==> src/rtl/l2_line_responder_if.sv <==
// l2_line_responder_if
//   Bundles the two request/response channels of the L2 line responder.
//   Upstream (L2 cache side):
//     l2cache_address  16-bit line address, bits [3:0] ignored
//     l2cache_wdata    128-bit write line
//     l2cache_rdata    128-bit read line, valid while l2_resp is high
//     l2_read/l2_write request strobes, held until l2_resp
//     l2_resp          one-cycle completion pulse
//   Downstream (physical memory side):
//     pmem_address/pmem_wdata/pmem_read/pmem_write  held until pmem_resp
//     pmem_rdata/pmem_resp                          memory answer
//   Modports: slave = the responder, master = the agent that drives the
//   L2 requests and plays physical memory.
interface l2_line_responder_if;
  logic [15:0]  l2cache_address;
  logic [127:0] l2cache_wdata;
  logic [127:0] l2cache_rdata;
  logic         l2_read;
  logic         l2_write;
  logic         l2_resp;
  logic [15:0]  pmem_address;
  logic [127:0] pmem_wdata;
  logic [127:0] pmem_rdata;
  logic         pmem_read;
  logic         pmem_write;
  logic         pmem_resp;

  modport slave (
    input  l2cache_address, l2cache_wdata, l2_read, l2_write,
    input  pmem_rdata, pmem_resp,
    output l2cache_rdata, l2_resp,
    output pmem_address, pmem_wdata, pmem_read, pmem_write
  );

  modport master (
    output l2cache_address, l2cache_wdata, l2_read, l2_write,
    output pmem_rdata, pmem_resp,
    input  l2cache_rdata, l2_resp,
    input  pmem_address, pmem_wdata, pmem_read, pmem_write
  );
endinterface

==> src/rtl/l2_line_responder.sv <==
// l2_line_responder
//   Services L2 line reads/writes through a one-entry write buffer that is
//   drained to physical memory whenever the upstream side is quiet.
//   Ports:
//     clk    sole clock, rising edge
//     rst_n  asynchronous active-low reset; discards any undrained line
//     bus    l2_line_responder_if.slave (L2 request side + pmem side)
//   Configuration:
//     L2_WB_FORWARD_EN  when defined, a read that hits the buffered line is
//                       answered straight from the buffer; otherwise the
//                       buffer is drained first and the line fetched again.
module l2_line_responder (
  input  logic                      clk,
  input  logic                      rst_n,
  l2_line_responder_if.slave        bus
);

  typedef enum logic [2:0] {
    IDLE,
    WRITE_ACK,
    READ_MEM,
    READ_ACK,
    DRAIN
  } state_t;

  state_t       r_state;
  state_t       w_next;

  logic         r_valid;
  logic [11:0]  r_tag;
  logic [127:0] r_data;
  logic [127:0] r_rdata;

  logic [11:0]  w_req_tag;
  logic         w_tag_match;
  logic         w_load_buf;
  logic         w_fwd;

  assign w_req_tag   = bus.l2cache_address[15:4];
  assign w_tag_match = (r_tag == w_req_tag);

  // Writes take precedence over reads; any pending request takes precedence
  // over an opportunistic drain. Once DRAIN or READ_MEM is entered it runs
  // to pmem_resp, so requests arriving meanwhile wait in IDLE.
  always_comb begin
    w_next     = r_state;
    w_load_buf = 1'b0;
    w_fwd      = 1'b0;
    case (r_state)
      IDLE: begin
        if (bus.l2_write) begin
          if (!r_valid || w_tag_match) begin
            w_load_buf = 1'b1;
            w_next     = WRITE_ACK;
          end else begin
            w_next = DRAIN;
          end
        end else if (bus.l2_read) begin
          if (r_valid && w_tag_match) begin
`ifdef L2_WB_FORWARD_EN
            w_fwd  = 1'b1;
            w_next = READ_ACK;
`else
            w_next = DRAIN;
`endif
          end else begin
            w_next = READ_MEM;
          end
        end else if (r_valid) begin
          w_next = DRAIN;
        end
      end
      WRITE_ACK: w_next = IDLE;
      READ_ACK:  w_next = IDLE;
      READ_MEM:  if (bus.pmem_resp) w_next = READ_ACK;
      DRAIN:     if (bus.pmem_resp) w_next = IDLE;
      default:   w_next = IDLE;
    endcase
  end

  // State register plus buffer/read-data updates. pmem_resp is only acted
  // on in READ_MEM and DRAIN, so a stray response elsewhere is harmless.
  always_ff @(posedge clk or negedge rst_n) begin
    if (!rst_n) begin
      r_state <= IDLE;
      r_valid <= 1'b0;
      r_tag   <= '0;
      r_data  <= '0;
      r_rdata <= '0;
    end else begin
      r_state <= w_next;
      if (w_load_buf) begin
        r_valid <= 1'b1;
        r_tag   <= w_req_tag;
        r_data  <= bus.l2cache_wdata;
      end
      if (r_state == DRAIN && bus.pmem_resp) begin
        r_valid <= 1'b0;
      end
      if (r_state == READ_MEM && bus.pmem_resp) begin
        r_rdata <= bus.pmem_rdata;
      end
      if (w_fwd) begin
        r_rdata <= r_data;
      end
    end
  end

  // Outputs decode directly from state so that an asynchronous reset drops
  // every strobe and bus at once. The read address is taken live from the
  // request, which the requester holds stable until l2_resp.
  always_comb begin
    bus.l2_resp       = (r_state == WRITE_ACK) || (r_state == READ_ACK);
    bus.l2cache_rdata = r_rdata;
    bus.pmem_read     = (r_state == READ_MEM);
    bus.pmem_write    = (r_state == DRAIN);
    bus.pmem_address  = 16'h0000;
    bus.pmem_wdata    = '0;
    if (r_state == READ_MEM) begin
      bus.pmem_address = {w_req_tag, 4'h0};
    end else if (r_state == DRAIN) begin
      bus.pmem_address = {r_tag, 4'h0};
      bus.pmem_wdata   = r_data;
    end
  end

endmodule

==> src/flat_wrapper.sv <==
// flat-port wrapper written by rule: the top's interface ports become plain ports
module l2_line_responder_flat 
  (clk, rst_n, bus_l2cache_address, bus_l2cache_wdata, bus_l2_read, bus_l2_write, bus_pmem_rdata, bus_pmem_resp, bus_l2cache_rdata, bus_l2_resp, bus_pmem_address, bus_pmem_wdata, bus_pmem_read, bus_pmem_write);
  l2_line_responder_if bus_i ();
  input  logic clk;
  input  logic rst_n;
  input wire logic [$bits(bus_i.l2cache_address)-1:0] bus_l2cache_address;
  input wire logic [$bits(bus_i.l2cache_wdata)-1:0] bus_l2cache_wdata;
  input wire logic [$bits(bus_i.l2_read)-1:0] bus_l2_read;
  input wire logic [$bits(bus_i.l2_write)-1:0] bus_l2_write;
  input wire logic [$bits(bus_i.pmem_rdata)-1:0] bus_pmem_rdata;
  input wire logic [$bits(bus_i.pmem_resp)-1:0] bus_pmem_resp;
  output wire logic [$bits(bus_i.l2cache_rdata)-1:0] bus_l2cache_rdata;
  output wire logic [$bits(bus_i.l2_resp)-1:0] bus_l2_resp;
  output wire logic [$bits(bus_i.pmem_address)-1:0] bus_pmem_address;
  output wire logic [$bits(bus_i.pmem_wdata)-1:0] bus_pmem_wdata;
  output wire logic [$bits(bus_i.pmem_read)-1:0] bus_pmem_read;
  output wire logic [$bits(bus_i.pmem_write)-1:0] bus_pmem_write;
  assign bus_i.l2cache_address = bus_l2cache_address;
  assign bus_i.l2cache_wdata = bus_l2cache_wdata;
  assign bus_i.l2_read = bus_l2_read;
  assign bus_i.l2_write = bus_l2_write;
  assign bus_i.pmem_rdata = bus_pmem_rdata;
  assign bus_i.pmem_resp = bus_pmem_resp;
  assign bus_l2cache_rdata = bus_i.l2cache_rdata;
  assign bus_l2_resp = bus_i.l2_resp;
  assign bus_pmem_address = bus_i.pmem_address;
  assign bus_pmem_wdata = bus_i.pmem_wdata;
  assign bus_pmem_read = bus_i.pmem_read;
  assign bus_pmem_write = bus_i.pmem_write;
  l2_line_responder u_core (.clk(clk), .rst_n(rst_n), .bus(bus_i));
endmodule
==> config.mk <==
export PLATFORM = sky130hd
export DESIGN_NAME = l2_line_responder_flat
export DESIGN_NICKNAME = d
export VERILOG_FILES = /design/src/rtl/l2_line_responder_if.sv /design/src/rtl/l2_line_responder.sv /design/src/flat_wrapper.sv
export SDC_FILE = /design/constraint.sdc
export NUM_CORES = 1
export LEC_CHECK = 0
export ABC_AREA = 0
export CORE_AREA = 2 2 213 215
export CTS_CLUSTER_SIZE = 14
export DETAILED_ROUTE_END_ITERATION = 8
export DIE_AREA = 0 0 215 217
export SKIP_CTS_REPAIR_TIMING = 1
export SLEW_MARGIN = 20
export SYNTH_ARGS = -nofsm -noshare
export SYNTH_HDL_FRONTEND = slang
export SYNTH_SLANG_ARGS = --single-unit
==> constraint.sdc <==
create_clock -name clk -period 2.65 [get_ports clk]
set_input_delay 0.265 -clock clk [delete_from_list [all_inputs] [get_ports clk]]
set_output_delay 0.265 -clock clk [all_outputs]
set_load 0.01 [all_outputs]
# After elaboration in Yosys (flattened, before gate mapping)

Index checks and enable logic that the tools add are counted.

Output and inout bits: 275
Logic and storage cells: 39
Input bits: 277
Register bits after elaboration: 272

Reduce and logical (&&, ||, !) cells: 9
Equal/unequal tests: 8
Mux-type cells: 17

Operator list:

| kind               | number |
|---|---|
| $mux 128           | 2 |
| $mux 16            | 2 |
| $mux 3             | 7 |
| $eq 12x12->1       | 1 |
| $pmux 3 s3         | 1 |
| $eq 3x2->1 const B | 2 |
| $mux 1             | 5 |
| $ne 2x2->1 const B | 2 |
| $ne 4x3->1 const B | 1 |
| $eq 3x1->1 const B | 1 |
| $eq 3x3->1 const B | 1 |
| $logic_and 1x1->1  | 3 |
| $logic_not 3->1    | 1 |
| $reduce_and 3->1   | 1 |
| $logic_or 1x1->1   | 2 |
| $reduce_bool 2->1  | 1 |
| $logic_not 1->1    | 1 |

# Longest topological paths before layout

Depth after elaboration: 7
Gate-level depth with buffers: 7
Gate-level depth less buffers: 5

# Least setup slack after synthesis

OpenSTA, ideal clock, no wires.

Kind: register -> register
Start: register u_core.r_tag[8]
End: register u_core.r_data[100]
Setup time: 127 ps
Data required time: 2523 ps
Arrival time: 1845 ps
Period minus slack after synthesis: 1973 ps
Setup slack: 677 ps
Cell stages (with the launch flop): 8
Cell sequence: dfrtp_1 -> xor2_1 -> nor4_1 -> nand3_1 -> a21oi_2 -> buf_4 -> buf_6 -> mux2_1

Word-level cells in the longest chain between the ends: 5

RTL lines:

| element                | line                    | source |
|---|---|---|
| from (decl)            | l2_line_responder.sv:30 | `logic [11:0] r_tag;` |
| from (signal assigned) | l2_line_responder.sv:94 | `r_tag <= w_req_tag;` |
| $eq 12x12->1           | l2_line_responder.sv:40 | `assign w_tag_match = (r_tag == w_req_tag);` |
| $logic_or 1x1->1       | l2_line_responder.sv:52 | `if (!r_valid \|\| w_tag_match) begin` |
| $mux 1                 | l2_line_responder.sv:52 |  |
| $mux 1                 | l2_line_responder.sv:51 | `if (bus.l2_write) begin` |
| $mux 1                 | l2_line_responder.sv:49 | `case (r_state)` |
| to (signal assigned)   | l2_line_responder.sv:95 | `r_data <= bus.l2cache_wdata;` |
| to (decl)              | l2_line_responder.sv:31 | `logic [127:0] r_data;` |

Every way passes these cells.
A chain may end at the register's enable or synchronous reset.

# Final worst setup path

Start: register u_core.r_state[0]
End: output port bus_pmem_wdata[126]

Word-level cells in the longest chain between the ends: 3
Elaborated cells between the ends (all ways): 4
Those cells by class: eq/ne: 2; mux: 2

RTL lines:

| element                | line                     | source |
|---|---|---|
| from (decl)            | l2_line_responder.sv:26  | `state_t r_state;` |
| from (signal assigned) | l2_line_responder.sv:91  | `r_state <= w_next;` |
| $eq 3x3->1             | l2_line_responder.sv:121 | `end else if (r_state == DRAIN) begin` |
| $mux 128               | l2_line_responder.sv:121 |  |
| $mux 128 (*)           | l2_line_responder.sv:119 | `if (r_state == READ_MEM) begin` |
| to (decl)              | flat_wrapper.sv:16       | `output wire logic [$bits(bus_i.pmem_wdata)-1:0] bus_pmem_wdata;` |

Mark *: on every way between the ends. The rest lies on a longest branch, timed or not.

==> qor.txt <==
clock slew at reported path FFs - 0.05 ns
initial antenna violation count - 2
later-pin clock latency in the skew report - 0.53 ns
H-tree depth - 2
final setup fails - 0
Slew HR - 63.5%
CP Max Fanout - 24
hpwl dp - 26500 microns
critical path launch point type - register
placed insts - 1888
Root Buffer Master - clkbuf_16
vias in the first global route - 9094
ANT nets after route - 0
delay-heaviest family, CP - buffers and inverters
GPL Wtd Cong - 0.796
TritonCTS Buffers - 35
drt total wl - 36700 microns
1st-iter DRT viols - 325
crit share post-route - 96.7%
largest net degree at the start of global routing - 64
Syn Inst Count - 763
Slew @ Worst Pin - 0.547 ns
setup TNS - 0 ns
Clock Sinks - 272
Cell Rows - 78
status - finished clean
via density per instance - 4.19
Synth warnings - 0
synthesized area per cell - 14.8 sq um
Worst Skew - 0.0158 ns
Port-buffer cells - 543
class of the worst hold path - in2async
max cap viols - 0
maximum clock rate - 390 MHz
slowest stage cell, crit path - clkdlybuf4s50_1
die width - 215 microns
Crit path arrival time - 2.30 ns
WL per Instance - 18.7 microns
via count - 8242
critical path type - reg2out
fraction of layout cells with a size suffix above 1 - 20.2%
Max Slew Vio Count - 0
commonest non-fill, non-tap cell in the layout - clkdlybuf4s50_1
CP Capture Type - output pin
DR pass1 iterations - 4
DR DRC count - 0
Worst IR Drop VDD - 0.732 mV
Tmin final - 2.56 ns
most frequent cells in the layout - clkdlybuf4s50_1, dfrtp_1, mux2_2, and2_1, mux2_1
Die Area - 46700 sq um
crit path cell chain - nor3b_4 -> buf_4 -> buf_6 -> and2_1 -> clkdlybuf4s50_1
Global Route Usage Sum - 15.0%
non-filler instance count after layout - 1965
#FFs+latches synth - 272
initial core utilization - 25.2%
CP max stage delay - 0.56 ns
nets@finish - 1617
GRT overflow - 0
core area - 44700 sq um
register area share after synthesis - 60.4%
Synth cell types - 25
synthesized cell area - 11300 sq um
CP bufs+invs - 3
PwrDens - 1120 nW/um^2
worst-case clock buffer depth - 3
global-route wire length before repair - 54400 microns
P&R area growth vs syn - 69.8%
CTS tree - built
CP required - 2.38 ns
final hold violations - 0
Ports - 552
die height - 217 microns
Pleak - 9.11 nW
## kinds of logic (layout without fill, tap and decap cells)
| family | count (synthesis) | count (layout) | synth area share, % |
|---|---|---|---|
| compound gates | 17 | 17 | 1.28 |
| xor+xnor | 12 | 12 | 0.933 |
| buf+inv | 52 | 649 | 2.72 |
| flops | 272 | 272 | 60.4 |
| mux | 269 | 269 | 26.9 |
| other cells | 1 | 6 | 0.0333 |
| simple gates | 140 | 140 | 7.73 |
## synthesized netlist by cell type (all sizes together)
cell type / instances / area, sq um
dfrtp: 272 / 6810
mux2: 268 / 3020
and2: 129 / 807
buf: 34 / 239
clkbuf: 15 / 56.3
a22o: 12 / 105
xor2: 12 / 105
inv: 3 / 11.3
nor4: 3 / 18.8
nor2b: 2 / 12.5
nor3: 2 / 10.0
a211oi: 1 / 7.51
a21oi: 1 / 8.76
a22oi: 1 / 7.51
a32o: 1 / 10.0
conb: 1 / 3.75
mux2i: 1 / 10.0
nand2: 1 / 3.75
nand3: 1 / 5.00
nor3b: 1 / 7.51
o21ai: 1 / 5.00
or2: 1 / 6.26
## registers in the layout, summed over array words and instances (netlist names)
register / count
u_core.bus.l2cache_rdata: 128
u_core.r_data: 128
u_core.r_tag: 12
u_core.r_state: 3
u_core.r_valid: 1
## worst register-to-register path, cell delays in order (launching register included)
cell	delay [ns]
dfrtp_1	0.39
xor2_1	0.18
nor4_1	0.29
nand3_1	0.24
a21oi_4	0.25
buf_12	0.19
buf_12	0.18
mux2_2	0.36
## final timing paths
kind,start,depth (start not counted),slack (ns),endpoint
setup reg to reg,u_core.r_tag[9],7,0.44,u_core.r_data[1]
max in group asynchronous,rst_n,3,1.58,u_core.r_state[0]
hold / removal,rst_n,2,0.31,u_core.r_data[89]
setup / recovery,u_core.r_state[0],5,0.09,bus_pmem_wdata[126]
min in group clk,bus_l2cache_wdata[122],2,0.33,u_core.r_data[122]
hold reg to reg,u_core.r_data[57],1,0.47,u_core.r_data[57]
## power breakdown
part	leakage (nW)	internal (W)	switching (W)
logic	5.33	0.00583	0.00372
clock network	0.532	0.00272	0.00182
registers	3.25	0.00629	0.00108
total	9.11	0.0148	0.00662
## metrics by stage
stage | worst slack [ns] | power, W | util [%] | hold WS (ns) | instance area, sq um
finish | 0.0883 | 0.0215 | 42.8 | 0.314 | 19100
global route | -0.0192 | 0.0227 | 42.8 | 0.310 | 19100
CTS | -0.176 | 0.0215 | 41.9 | -0.299 | 18700
detailed placement | 0.0258 | 0.0168 | 39.4 | 0.277 | 17600
global placement | 0.0123 | 0.0166 | 39.4 | 0.279 | 17600
floorplan | 0.677 | 0.0115 | - | -0.0306 | 11300
## layout make-up
cell class	count	area, sq um
diodes	2	5.00
well taps	600	751
inverters	3	11.3
repair buffers	586	6270
clock inverters	8	87.6
fillers	4201	25600
clock buffers	52	1000
flip-flops and latches	272	6810
multi-input cells	442	4200
## routing by layer
layer	vias up	share of wire, %	global-route usage [%]
met2	352	49	26.1
met3	46	10	6.82
met4	0	2.0	3.72
met1	4080	39	16.8
met5	-	0	0
li1	3764	-	-
No activity file was read; power rests on OpenSTA's default activity.
